### src/rtl/cic_comp_pkg.sv
// Shared state type, default coefficients and sizing helper for the CIC compensation FIR.
package cic_comp_pkg;

    typedef enum logic [1:0] {StIdle, StMac, StDone} state_e;

    localparam int unsigned COEF_LEN = 32;

    // Droop-compensation taps for CW=16 (DC gain exactly 1); entries past the tap count are zero.
    localparam int COEF [COEF_LEN] = '{
        -512, 1536, -4608, 19968, 19968, -4608, 1536, -512,
        0, 0, 0, 0, 0, 0, 0, 0,
        0, 0, 0, 0, 0, 0, 0, 0,
        0, 0, 0, 0, 0, 0, 0, 0
    };

    function automatic int unsigned acc_width(int unsigned dw, int unsigned cw,
                                              int unsigned taps);
        return dw + cw + $clog2(taps);
    endfunction

endpackage

### src/rtl/cic_comp_mac.sv
// Multiply-accumulate unit with round-half-up output stage.
// CIC_COMP_SAT_EN selects saturation of the rounded result; otherwise it wraps to DW bits.
module cic_comp_mac #(
    parameter int unsigned DW   = 16,
    parameter int unsigned CW   = 16,
    parameter int unsigned TAPS = 8
) (
    input  logic                 clk,
    input  logic                 reset,
    input  logic                 clr_i,
    input  logic                 en_i,
    input  logic signed [DW-1:0] x_i,
    input  logic signed [CW-1:0] coef_i,
    output logic signed [DW-1:0] result_o
);
    import cic_comp_pkg::*;

    localparam int unsigned AW = acc_width(DW, CW, TAPS);
    localparam int unsigned PW = DW + CW;
    localparam logic signed [AW-1:0] RND = AW'(1) << (CW - 2);

    logic signed [PW-1:0] prod;
    logic signed [AW-1:0] acc_d, acc_q;
    logic signed [AW-1:0] acc_rnd, shifted;

    always_comb begin
        prod  = PW'(x_i) * PW'(coef_i);
        acc_d = acc_q;
        if (clr_i) begin
            acc_d = '0;
        end else if (en_i) begin
            acc_d = acc_q + AW'(prod);
        end
    end

    always_ff @(posedge clk) begin
        if (reset) begin
            acc_q <= '0;
        end else begin
            acc_q <= acc_d;
        end
    end

    always_comb begin
        acc_rnd = acc_q + RND;
        shifted = acc_rnd >>> (CW - 1);
    end

`ifdef CIC_COMP_SAT_EN
    localparam logic signed [AW-1:0] OUT_MAX = AW'(2 ** (DW - 1) - 1);
    localparam logic signed [AW-1:0] OUT_MIN = ~OUT_MAX;

    always_comb begin
        result_o = shifted[DW-1:0];
        if (shifted > OUT_MAX) begin
            result_o = OUT_MAX[DW-1:0];
        end else if (shifted < OUT_MIN) begin
            result_o = OUT_MIN[DW-1:0];
        end
    end
`else
    logic unused_shift_hi;

    assign unused_shift_hi = ^shifted[AW-1:DW];
    assign result_o        = shifted[DW-1:0];
`endif

endmodule

### src/rtl/cic_comp_fir.sv
// Symmetric compensation FIR after the CIC decimator, one MAC reused across all taps.
// Output clamping is enabled by defining CIC_COMP_SAT_EN (see cic_comp_mac).
module cic_comp_fir #(
    parameter int unsigned DW   = 16,
    parameter int unsigned CW   = 16,
    parameter int unsigned TAPS = 8
) (
    input  logic                 clk,
    input  logic                 reset,
    input  logic                 in_valid,
    input  logic signed [DW-1:0] data_in,
    output logic                 out_valid,
    output logic signed [DW-1:0] data_out,
    output logic                 busy,
    output logic                 overrun,
    input  logic                 ovf_clr
);
    import cic_comp_pkg::*;

    localparam int unsigned PW = $clog2(TAPS);
    localparam logic [PW-1:0] LAST_TAP = PW'(TAPS - 1);

    state_e        state_q, state_d;
    logic [PW-1:0] wr_ptr_q, wr_ptr_d;
    logic [PW-1:0] tap_q, tap_d;
    logic [PW-1:0] rd_idx;
    logic [DW-1:0] buf_q [TAPS];
    logic [DW-1:0] buf_d [TAPS];
    logic          out_valid_q, out_valid_d;
    logic [DW-1:0] data_out_q, data_out_d;
    logic          overrun_q, overrun_d;

    logic                 accept;
    logic                 drop;
    logic                 mac_en;
    logic signed [DW-1:0] mac_x;
    logic signed [CW-1:0] mac_coef;
    logic signed [DW-1:0] mac_result;

    assign accept = in_valid && (state_q != StMac);
    assign drop   = in_valid && (state_q == StMac);
    assign mac_en = (state_q == StMac);

    // The pointer has already advanced past the newest sample, hence the extra -1.
    assign rd_idx   = wr_ptr_q - tap_q - 1'b1;
    assign mac_x    = buf_q[rd_idx];
    assign mac_coef = CW'(COEF[tap_q]);

    always_comb begin
        state_d    = state_q;
        wr_ptr_d   = wr_ptr_q;
        buf_d      = buf_q;
        tap_d      = (state_q == StMac) ? tap_q + 1'b1 : '0;
        unique case (state_q)
            StIdle:  if (accept) state_d = StMac;
            StMac:   if (tap_q == LAST_TAP) state_d = StDone;
            StDone:  state_d = accept ? StMac : StIdle;
            default: state_d = StIdle;
        endcase
        if (accept) begin
            buf_d[wr_ptr_q] = data_in;
            wr_ptr_d        = wr_ptr_q + 1'b1;
        end
        overrun_d   = drop ? 1'b1 : (ovf_clr ? 1'b0 : overrun_q);
        out_valid_d = (state_q == StDone);
        data_out_d  = out_valid_d ? mac_result : data_out_q;
    end

    always_ff @(posedge clk) begin
        if (reset) begin
            state_q     <= StIdle;
            wr_ptr_q    <= '0;
            tap_q       <= '0;
            out_valid_q <= 1'b0;
            data_out_q  <= '0;
            overrun_q   <= 1'b0;
            for (int i = 0; i < TAPS; i++) begin
                buf_q[i] <= '0;
            end
        end else begin
            state_q     <= state_d;
            wr_ptr_q    <= wr_ptr_d;
            tap_q       <= tap_d;
            out_valid_q <= out_valid_d;
            data_out_q  <= data_out_d;
            overrun_q   <= overrun_d;
            buf_q       <= buf_d;
        end
    end

    cic_comp_mac #(
        .DW   (DW),
        .CW   (CW),
        .TAPS (TAPS)
    ) u_mac (
        .clk      (clk),
        .reset    (reset),
        .clr_i    (accept),
        .en_i     (mac_en),
        .x_i      (mac_x),
        .coef_i   (mac_coef),
        .result_o (mac_result)
    );

    assign out_valid = out_valid_q;
    assign data_out  = data_out_q;
    assign busy      = (state_q == StMac);
    assign overrun   = overrun_q;

endmodule

### config.mk
export PLATFORM = sky130hd
export DESIGN_NAME = cic_comp_fir
export DESIGN_NICKNAME = d
export VERILOG_FILES = /design/src/rtl/cic_comp_pkg.sv /design/src/rtl/cic_comp_mac.sv /design/src/rtl/cic_comp_fir.sv
export SDC_FILE = /design/constraint.sdc
export NUM_CORES = 1
export LEC_CHECK = 0
export ABC_AREA = 0
export CORE_ASPECT_RATIO = 1.1
export CORE_MARGIN = 2
export CORE_UTILIZATION = 45
export DETAILED_ROUTE_END_ITERATION = 16
export PLACE_DENSITY_LB_ADDON = 0.05
export SETUP_SLACK_MARGIN = 0.02
export SLEW_MARGIN = 15
export SYNTH_ARGS = -nofsm -noshare
export SYNTH_HDL_FRONTEND = slang
export SYNTH_SLANG_ARGS = --single-unit
### constraint.sdc
create_clock -name clk -period 11.25 [get_ports clk]
set_input_delay 1.6875 -clock clk [delete_from_list [all_inputs] [get_ports clk]]
set_output_delay 1.6875 -clock clk [all_outputs]
set_load 0.02 [all_outputs]
==> out/qor.csv, run 1 <==
metric;value;unit
status;finished clean;
critPathKind;reg2reg;
dp_hpwl;20.5;mm
design_area;13000;sq um
cts_tree;built;
powerDensity;151;nW/um^2
overflow;0;
finalSetupViolations;0;
clkPwrFrac;31.5;%
synth_edf_count;0;
core_area;26100;sq um
grt_max_degree;85;
grt_use_met2;39.7;%
io_buffer_count;38;
path_cells;inv_1 > ha_2 > fa_1 > xor2_1 > xnor2_1 > buf_4 > mux4_1 > mux2i_1 > inv_1 > nand2_1 > fa_1 > fa_1 > fa_1 > inv_1 > fa_1 > fa_1 > fa_1 > ha_1 > a21o_1 > a21oi_1 > o211ai_1 > o21ai_0 > a21oi_1 > o311a_1;
synth-seq-area-share;29.6;%
via_count;8661;
seq_power_share;34.3;%
fill_cells;2505;
post-route-drc-count;0;
rows;62;
pin_count;39;
p_int;1.25;mW
path_delay_family;adder cells;
die_w;159;um
grt_pass1_vias;8874;
clk_pin_slew;0.08;ns
drv_cap;0;
ir_drop;0.0975;mV
worst_hold_slack;0.454;ns
multi_input_area;7510;sq um
clock_path_buffers;2;
syn_nets;1547;
tightestPinTransition;0.925;ns
drt.antenna.violating_nets;0;
routed_via_density;5.10;
ff_latch_area;3520;sq um
dr.pass1.iters;5;
synth_seq_cells;176;
cpMostUsedCell;fa_1;
drt_wl_total;28.8;mm
dieArea;27700;sq um
fin_cells;1698;
cts-root-buf;clkbuf_16;
mostFrequentLayoutCells;327 x nand2_1, 176 x dfxtp_1, 164 x a21oi_1;
maxClockFrequency;120;MHz
crit_path_start_kind;flip-flop;
use_met1;27.0;%
grt_usage;21.6;%
post_cts_buffers;0;
cp_slowest_cell;mux4_1;
place.gp.congestion;0.878;
finalCritPeriodShare;73.8;%
p_sw_share;36.8;%
p_leak;5.58;nW
area_delta_synth_final;9.70;%
finalSetupTns;0;ns
antenna_found_initial;0;
htreeDepth;4;
max_stage_delay;0.65;ns
syn_inst;1348;
grt_pass1_wl;47.4;mm
avgSynthCellArea;8.82;sq um
avgRoutedWirePerCell;17.0;um
hold_buffers;0;
netlist_area;11900;sq um
p_total;1.97;mW
yosys_most_used_dff;dfxtp_1;
yosysWarningCount;0;
fin_nets;1532;
dp_cells;1666;
synthArstFlopShare;0;%
relSlewSlack;38.3;%
cp_num_buf_inv;4;
arrival;8.64;ns
period_needed;8.31;ns
synth_cell_type_count;52;
fin_skew;0.0202;ns
dpl-instance-area;12400;sq um
cts_sinks;176;
required;11.58;ns
die_y;174;um
dr.first_iter.drc_count;363;
rsz0062_at_grt;false;
post_cts_resized;0;
hp-class;reg2reg;
clock_latency;0.45;ns
p_comb_share;34.3;%
final_common_cell;nand2_1;
start_util;45.6;%
slew_violations;0;
drive_gt1_share;6.32;%
cp-end-kind;flip-flop;
met3_usage;2.46;%
numCtsBuffers;17;
final-hold-violation-count;0;
path_max_fanout;9;
busiest_layer;met2;
antennaDiodeCount;0;
p_sw;725;uW
metrics by stage:
step                      worst slack, ns  util (%)
after floorplan                      3.47         -
after global placement               2.92      47.7
after detailed placement             2.88      47.7
after CTS                            2.86      50.0
after global routing                 2.34      50.0
final                                2.94      50.0
per-layer routing:
layer	share of wire [%]	vias to the layer above
met5	0	-
met4	1.8	0
met3	2.3	33
met2	51	110
met1	45	4177
li1	-	4341
worst paths after layout:
kind,from,end,slack [ns],cells after the start
setup / recovery,tap_q[0],u_mac.acc_q[30],2.94,24
setup reg to reg,tap_q[0],u_mac.acc_q[30],2.94,24
hold reg to reg,buf_q[94],buf_q[94],0.45,2
hold / removal,buf_q[94],buf_q[94],0.45,2
cells in the mapped netlist (all sizes together) (3+ instances only):
cell	instances	area share, %
clkbuf	57	1.8
or2	11	0.58
ha	79	8.3
nand2	327	10
xnor2	27	2.0
and2	7	0.37
nand3	19	0.80
nand2b	6	0.32
a21o	7	0.44
nor2	65	2.1
nor2b	7	0.37
dfxtp	176	30
mux2i	22	1.9
mux2	3	0.28
a211oi	16	1.0
mux4	31	6.2
fa	100	17
o21ai	11	0.46
a21oi	164	6.9
and3	9	0.47
xor2	19	1.4
inv	133	4.2
buf	24	1.3
power groups by stage:
stage	sequential (mW)	clock, mW	combinational, mW
6_report	0.675	0.621	0.675
2_1_floorplan	0.681	0	0.548
3_5_place_dp	0.691	0	0.677
4_1_cts	0.676	0.633	0.684
5_1_grt	0.681	0.659	0.770
3_3_place_gp	0.690	0	0.673
cell families (layout without fill, tap and decap cells):
kind of cell,Yosys count,count (layout),synth area share (%)
compound gates,214,214,10.0
xor+xnor,47,47,3.60
fa+ha+maj,179,179,25.2
buf+inv,215,213,7.38
flops,176,176,29.6
mux,56,56,8.29
simple gates,461,461,15.9
sequential cells by signal, indices dropped and copies added, names as in the netlist:
register and flops:
tap_q 3, buf_q 128, out_valid 1, data_out 16, u_mac.acc_q 22, wr_ptr_q 3, state_q 2, overrun 1
worst min-delay path, cell delays in order, from the launching register on:
cell and delay, ns:
dfxtp_1 0.31, nand2_1 0.05, a21oi_1 0.05
layout make-up:
class | instances | share of cell area [%]
sequential | 176 | 27.0
tap | 352 | 3.38
inverter | 134 | 3.86
clock buffer | 17 | 3.26
timing repair buffer | 47 | 3.42
multi-input combinational | 957 | 57.6
clock inverter | 15 | 1.44
(Power assumes the default switching activity.)
==> run 2: changes to the inputs <==
==> constraint.sdc (replaced) <==
create_clock -name clk -period 8.7 [get_ports clk]
set_input_delay 1.305 -clock clk [delete_from_list [all_inputs] [get_ports clk]]
set_output_delay 1.305 -clock clk [all_outputs]
set_load 0.02 [all_outputs]
==> run 2 against run 1 <==
Core utilization grew 0.32 points. Via count grew 1.4%. Critical endpoint is now u_mac.acc_q[29]. Global-route usage grew 0.28 points. Largest power group is now combinational logic. Critical path depth is the same. Non-clock buffer count grew 12. Sequential share of layout area shrank 0.17 points. Clock skew is essentially flat. Design area grew 0.64%. First-iteration DRC count grew 21%. Sequential cell count is the same. Combinational power grew 31%.
==> out/qor.csv, run 2 (synthesized netlist as in run 1, its figures left out) <==
metric;value;unit;change
avgRoutedWirePerCell;17.1;um;+0.97%
p_sw;942;uW;+30%
grt_pass1_vias;8942;;+0.77%
clock_latency;0.44;ns;about the same
crit_path_start_kind;flip-flop;;
die_y;174;um;unchanged
rsz0062_at_grt;false;;
largest_reg_flops;128;;unchanged
p_int;1.62;mW;+30%
post-route-drc-count;0;;unchanged
antenna_found_initial;0;;unchanged
io_buffer_count;38;;unchanged
start_util;45.6;%;unchanged
max_stage_delay;0.58;ns;-0.07 ns
worst_r2r_path_depth;24;;unchanged
dr.pass1.iters;4;;-1
fin_nets;1544;;+0.78%
critPathKind;reg2reg;;
mostFrequentLayoutCells;327 x nand2_1, 176 x dfxtp_1, 164 x a21oi_1;;
cp_num_cells;24;;unchanged
finalCritPeriodShare;94.2;%;+20 points
crit_path_end;u_mac.acc_q[29];;
post_cts_buffers;0;;unchanged
regToRegStartpoint;tap_q[0];;
clkPwrFrac;31.4;%;about the same
dieArea;27700;sq um;unchanged
tightestPinTransition;1.05;ns;+0.125 ns
p_total;2.56;mW;+30%
worst_hold_slack;0.456;ns;+0.00234 ns
drv_cap;0;;unchanged
grt_pass1_wl;47.9;mm;+0.95%
regMostFlops;buf_q;;
grt_usage;21.9;%;+0.28 points
pin_count;39;;unchanged
drive_gt1_share;7.00;%;+0.68 points
period_needed;8.19;ns;-0.113 ns
relSlewSlack;29.8;%;-8.5 points
required;9.03;ns;-2.55 ns
post-place-ws;0.488;ns;-2.40 ns
antennaDiodeCount;0;;unchanged
p_leak;5.63;nW;+0.88%
crit_start;tap_q[0];;
clock_path_buffers;2;;unchanged
p_sw_share;36.8;%;+0.066 points
status;finished clean;;
cp_num_buf_inv;4;;unchanged
dp_hpwl;20.4;mm;-0.60%
grt_max_degree;95;;+12%
path_delay_family;adder cells;;
routed_via_density;5.14;;+0.72%
finalSetupTns;0;ns;unchanged
slew_violations;0;;unchanged
htreeDepth;4;;unchanged
maxClockFrequency;122;MHz;+1.4%
place.gp.congestion;0.847;;-3.5%
path_cells;inv_1 > ha_1 > fa_1 > xor2_1 > xnor2_1 > buf_4 > mux4_1 > mux2i_1 > inv_1 > nand2_1 > fa_1 > fa_1 > fa_1 > inv_1 > fa_1 > fa_1 > fa_1 > ha_1 > or4_1 > nor3_1 > o31ai_1 > a21oi_1 > o21ai_0 > a211o_1;;
hold_buffers;0;;unchanged
clk_pin_slew;0.08;ns;about the same
cts_tree;built;;
finalSetupViolations;0;;unchanged
numCtsBuffers;17;;unchanged
cts_sinks;176;;unchanged
seq_power_share;34.2;%;about the same
final-hold-violation-count;0;;unchanged
worstReg2RegEnd;u_mac.acc_q[29];;
path_max_fanout;9;;unchanged
cp_slowest_cell;mux4_1;;
drt.antenna.violating_nets;0;;unchanged
die_w;159;um;unchanged
cts-root-buf;clkbuf_16;;
hp-class;reg2reg;;
powerDensity;195;nW/um^2;+29%
cp-end-kind;flip-flop;;
rrSetupSlack;0.51;ns;-2.44 ns
area_delta_synth_final;10.4;%;
final_common_cell;nand2_1;;
p_comb_share;34.5;%;+0.2 points
final.setup.worst_slack;0.506;ns;-2.44 ns
post_cts_resized;0;;unchanged
via_count;8785;;+1.4%
drt_wl_total;29.3;mm;+1.7%
ir_drop;0.117;mV;+20%
core_area;26100;sq um;unchanged
rows;62;;unchanged
min_from;buf_q[16];;
overflow;0;;unchanged
fin_skew;0.0201;ns;-0.000131 ns
cpMostUsedCell;fa_1;;
dr.first_iter.drc_count;438;;+21%
arrival;8.53;ns;-0.11 ns
[run 2: cell count changes in the layout (fill, tap and decap cells not counted), sizes merged]
cell,delta
buf,+12
clkinv,-2
inv,+1
clkbuf,+1
[run 2: power groups by stage]
stage	Combinational (mW)	Sequential, mW	Clock (mW)
3_3_place_gp	0.878	0.892	0
6_report	0.882	0.874	0.802
3_5_place_dp	0.881	0.893	0
5_1_grt	0.997	0.881	0.852
2_1_floorplan	0.709	0.881	0
4_1_cts	0.889	0.874	0.817
[run 2: metal layers]
layer | track usage [%] | part of all wire, % | wire [um]
met5 | 0 | 0 | 0
met2 | 40.1 | 51 | 15000
met4 | 7.20 | 2.5 | 724
met3 | 2.55 | 2.4 | 701
met1 | 26.9 | 44 | 12800
[run 2: worst min-delay path by stage]
| stage | end | cells after the start |
|---|---|---|
| 5_1_grt | buf_q[98] | 2 |
| 3_3_place_gp | buf_q[86] | 2 |
| 3_5_place_dp | buf_q[45] | 2 |
| 2_1_floorplan | buf_q[16] | 2 |
| 4_1_cts | buf_q[45] | 2 |
| 6_report | buf_q[16] | 2 |
[run 2: tightest hold or removal path, stage by stage (launching register included)]
cell     delay (ns)
dfxtp_1        0.31
nand2_1        0.05
a21oi_1        0.05
[run 2: through the flow]
stage	area (sq um)	instances	utilization [%]
after detailed placement	12500	1678	48.0
after CTS	13100	1710	50.3
after floorplan	11900	1348	-
after global placement	12500	1678	48.0
after global routing	13100	1710	50.3
final	13100	1710	50.3
[run 2: cell type report]
type | instances | area (sq um)
clock buffers | 18 | 429
well taps | 352 | 440
fillers | 2576 | 12900
repair buffers | 59 | 536
inverters | 134 | 503
clock inverters | 14 | 180
multi-input cells | 957 | 7510
flip-flops and latches | 176 | 3520
==> run 3: changes to the inputs <==
--- a/config.mk
+++ b/config.mk
@@ -6,10 +6,11 @@
 export NUM_CORES = 1
 export LEC_CHECK = 0
 export ABC_AREA = 0
-export CORE_ASPECT_RATIO = 1.1
+export CORE_ASPECT_RATIO = 0.8
 export CORE_MARGIN = 2
 export CORE_UTILIZATION = 45
 export DETAILED_ROUTE_END_ITERATION = 16
+export GPL_ROUTABILITY_DRIVEN = 0
 export PLACE_DENSITY_LB_ADDON = 0.05
 export SETUP_SLACK_MARGIN = 0.02
 export SLEW_MARGIN = 15
==> run 3 against run 2 <==
Non-clock buffer count down 2. Power shrank 0.40%. Design area fell by 0.26%. Register-to-register slack worse by 0.06 ns. Die area is essentially flat. Cell count is 0.18% higher. Global-route usage increased by 0.56 points. Sequential power about the same. Setup slack lost 0.061 ns. Fmax decreased by 0.74%. Via count grew 0.26%. Critical endpoint unchanged. Largest power group unchanged.
==> out/qor.csv, run 3 (synthesized netlist as in run 1, its figures left out) <==
metric;value;unit;change
worstReg2RegEnd;u_mac.acc_q[29];;
post_cts_resized;0;;unchanged
dr.pass1.iters;4;;unchanged
cts_tree;built;;
dp_hpwl;20.9;mm;+2.2%
dr.first_iter.drc_count;477;;+8.9%
overflow;0;;unchanged
worst_r2r_path_depth;28;;+17%
dieArea;27700;sq um;about the same
cp_slowest_cell;mux4_1;;
period_needed;8.25;ns;+0.0609 ns
dpl-instance-area;12500;sq um;about the same
crit_path_start_kind;flip-flop;;
clock_path_buffers;2;;unchanged
cts_sinks;176;;unchanged
via_count;8808;;+0.26%
ff_latch_area;3520;sq um;unchanged
core_area;26100;sq um;+0.24%
die_w;186;um;+17%
fin_skew;0.0127;ns;-0.00734 ns
powerDensity;195;nW/um^2;-0.14%
relSlewSlack;24.4;%;-5.4 points
numCtsBuffers;17;;unchanged
mostFrequentLayoutCells;327 x nand2_1, 176 x dfxtp_1, 164 x a21oi_1;;
cts-root-buf;clkbuf_16;;
drt_wl_total;29.5;mm;+0.64%
slew_violations;0;;unchanged
routed_via_density;5.14;;about the same
crit_start;tap_q[0];;
regToRegStartpoint;tap_q[0];;
arrival;8.59;ns;+0.06 ns
clock_latency;0.44;ns;about the same
ir_drop;0.149;mV;+27%
regMostFlops;buf_q;;
grt_pass1_wl;47.6;mm;-0.59%
multi_input_area;7510;sq um;about the same
finalSetupViolations;0;;unchanged
area_delta_synth_final;10.1;%;
final.setup.worst_slack;0.445;ns;-0.0609 ns
post_cts_buffers;0;;unchanged
largest_reg_flops;128;;unchanged
die_y;149;um;-14%
final-hold-violation-count;0;;unchanged
min_from;buf_q[110];;
fin_nets;1542;;-0.13%
start_util;45.5;%;-0.11 points
finalSetupTns;0;ns;unchanged
drt.antenna.violating_nets;0;;unchanged
required;9.03;ns;about the same
drive_gt1_share;6.86;%;-0.14 points
max_stage_delay;0.58;ns;about the same
grt_pass1_vias;8621;;-3.6%
cpMostUsedCell;fa_1;;
hp-class;reg2reg;;
pin_count;39;;unchanged
path_max_fanout;9;;unchanged
tightestPinTransition;1.12;ns;+0.0746 ns
avgRoutedWirePerCell;17.2;um;+0.46%
dp_cells;1681;;+0.18%
cp-end-kind;flip-flop;;
grt_usage;22.5;%;+0.56 points
fin_cells;1713;;+0.18%
maxClockFrequency;121;MHz;-0.74%
post-route-drc-count;0;;unchanged
critPathKind;reg2reg;;
antenna_found_initial;0;;unchanged
crit_path_end;u_mac.acc_q[29];;
post-place-ws;0.459;ns;-0.0293 ns
finalCritPeriodShare;94.9;%;+0.70 points
final_common_cell;nand2_1;;
io_buffer_count;38;;unchanged
status;finished clean;;
antennaDiodeCount;0;;unchanged
htreeDepth;4;;unchanged
drv_cap;0;;unchanged
rows;53;;-15%
hold_buffers;0;;unchanged
p_leak;5.61;nW;-0.38%
clk_pin_slew;0.07;ns;about the same
grt_max_degree;100;;+5.3%
fill_cells;2562;;-0.54%
rrSetupSlack;0.45;ns;-0.06 ns
fin_util;50.1;%;-0.25 points
rsz0062_at_grt;false;;
design_area;13100;sq um;-0.26%
## run 3: power by group
part | leakage (nW) | switching [mW] | total [mW] | internal [mW]
Clock | 0.279 | 0.371 | 0.785 | 0.414
Sequential | 1.42 | 0.0371 | 0.874 | 0.836
Combinational | 3.90 | 0.500 | 0.888 | 0.388
Total | 5.61 | 0.908 | 2.55 | 1.64
## run 3: layout make-up
cell class	instances	area share, %
tap	357	3.41
clock buffer	19	3.38
sequential	176	26.9
clock inverter	13	1.12
multi-input combinational	957	57.3
inverter	134	3.84
timing repair buffer	57	3.98
## run 3: worst max-delay path: cells and delay by family, from the launching register on
kind / cells / cell delay (ns)
flops: 1 / 0.42
fa+ha+maj: 9 / 3.90
simple gates: 3 / 0.43
mux: 2 / 1.11
xor+xnor: 2 / 0.33
buf+inv: 6 / 0.56
compound gates: 6 / 1.40
## run 3: worst min path at each step
stage                             to  depth (start not counted)
final                     buf_q[110]                          2
after global routing       buf_q[97]                          2
after CTS                 buf_q[108]                          2
after detailed placement   buf_q[14]                          2
after global placement     buf_q[24]                          2
after floorplan            buf_q[16]                          2
## run 3: per-stage QoR
stage,power (mW),hold WS (ns)
2_1_floorplan,1.59,0.432
3_3_place_gp,1.78,0.438
3_5_place_dp,1.78,0.445
4_1_cts,2.57,0.455
5_1_grt,2.71,0.470
6_report,2.55,0.452
## run 3: per-layer routing
layer	GRT usage (%)	up-vias	share of wire [%]
met5	0	-	0
met4	5.00	0	1.2
met3	3.56	25	4.0
met2	33.9	161	44
met1	33.9	4248	51
li1	-	4374	-
==> edit (flow settings as in run 1) <==
The option `CIC_COMP_SAT_EN` is turned on by a define.
--- a/src/rtl/cic_comp_mac.sv
+++ b/src/rtl/cic_comp_mac.sv
@@ -1,5 +1,7 @@
 // Multiply-accumulate unit with round-half-up output stage.
 // CIC_COMP_SAT_EN selects saturation of the rounded result; otherwise it wraps to DW bits.
+`define CIC_COMP_SAT_EN
+
 module cic_comp_mac #(
     parameter int unsigned DW   = 16,
     parameter int unsigned CW   = 16,
Function: no difference found for any inputs over 10 cycles, from zero or initial values and one cycle with reset high; that may be too few to reach the edited logic, so the function may still have changed.
==> edit against run 1 <==
Wire length up 11%; synthesized area is 8.0% higher; power rose by 14%; global-route usage up 0.75 points; final cell count is 7.8% higher; sequential cell count grew 4; setup slack worse by 310 ps; cell area grew 7.1%.
==> edit: results <==
run_status:
  outcome: "finished clean"
logic_synthesis:
  synthTopCellsByCount: "337 x nand2_1, 180 x dfxtp_1, 172 x inv_1"
  synth_cell_type_count: 54
  synth_compound_area_share_pct: 11.5
  synth-xor-area-share_pct: 3.07
  synthMuxAreaShare_pct: 7.10
  synth_area_leaders: "dfxtp_1 28%, fa_1 18%, nand2_1 9.9%, ha_1 8.6%, a21oi_1 6.3%"
  synth_nets: 1704
  yosysSeqAreaShare_pct: 28.1
  synth_fa_ha_area_share_pct: 26.2
grt:
  grt_max_degree: 96
  track_usage_pct: 22.4
  grt_pass1_vias: 9559
  use_met1_pct: 28.6
  use_met3_pct: 2.82
  grt_pass1_wl_um: 51500
route:
  highest_layer: "met4"
  met3WireLength_um: 824
  dr.pass1.iters: 4
  totalWireLength_um: 31800
  wl_met2_um: 16200
  vias: 9532
  drt-initial-drc-count: 526
place:
  gp_congestion: 0.846
  hpwl_um: 22600
  placed_area_um2: 13300
worst_setup_path:
  arrival_ps: 8990
  reg2reg_slack_ps: 2630
  path_max_fanout: 32
  cp-startpoint: "tap_q[0]"
  crit_path_end: "u_mac.acc_q[34]"
  r2r_cells: 26
pwr:
  internal_power_uw: 1410
  power.leakage_uw: 0.00611
  powerClk_uw: 655
  p_seq_uw: 709
  power_leader: "combinational logic"
  vdd_drop_max_v: 0.0000776
timing:
  maxSlewHeadroom_pct: 31.7
  clock_skew_ps: 8.18
layout:
  drive_gt1_share_pct: 6.88
cts:
  cts_made_buffers: 17
worst_hold_path:
  min_path_cells: 2
  min_to: "buf_q[62]"
[edit: changes by cell type in the layout (fill, tap and decap cells not counted), moves of 10 or more]
cell	run 1	this run
fa_1	100	113
inv_1	133	172
mux4_2	22	32
nand2_1	327	337
nor2_1	64	79
[edit: logic make-up (layout without fill, tap and decap cells)]
family                     count (synthesis)  count (layout)
adders and majority gates                201             201
AOI/OAI and AO/OA                        248             248
buffers and inverters                    266             251
DFF                                      180             180
xor gates and xnor gates                  45              45
and+or+nand+nor                          492             492
muxes                                     51              51
[edit: through the flow]
| step | hold slack, ps | total power [uW] | setup WS [ps] | instances |
|---|---|---|---|---|
| floorplan | 433 | 1430 | 3330 | 1483 |
| global placement | 439 | 1610 | 2820 | 1799 |
| detailed placement | 444 | 1610 | 2650 | 1799 |
| CTS | 456 | 2270 | 2640 | 1831 |
| global route | 471 | 2420 | 2260 | 1831 |
| finish | 454 | 2260 | 2630 | 1831 |
[edit: critical path, cell delays in order (launching register included)]
cell and delay (ps):
dfxtp_1 420, inv_1 110, ha_2 190, fa_1 370
xor2_1 220, xnor2_2 130, buf_4 450, mux4_2 400
mux2i_1 490, inv_1 240, fa_1 630, fa_1 450
fa_1 520, fa_1 550, inv_1 50, fa_1 520
inv_1 40, ha_1 290, ha_1 370, a211o_1 330
a211o_1 330, a31o_2 250, a31oi_1 220, o311ai_1 210
a2111o_1 440, a21o_1 200, a21oi_2 110
[edit: cell type report]
class | count | area (um^2)
repair buffers | 47 | 445
inverters | 172 | 646
clock inverters | 14 | 191
multi-input cells | 1037 | 8200
clock buffers | 18 | 429
fillers | 2677 | 14000
well taps | 363 | 454
flip-flops and latches | 180 | 3600
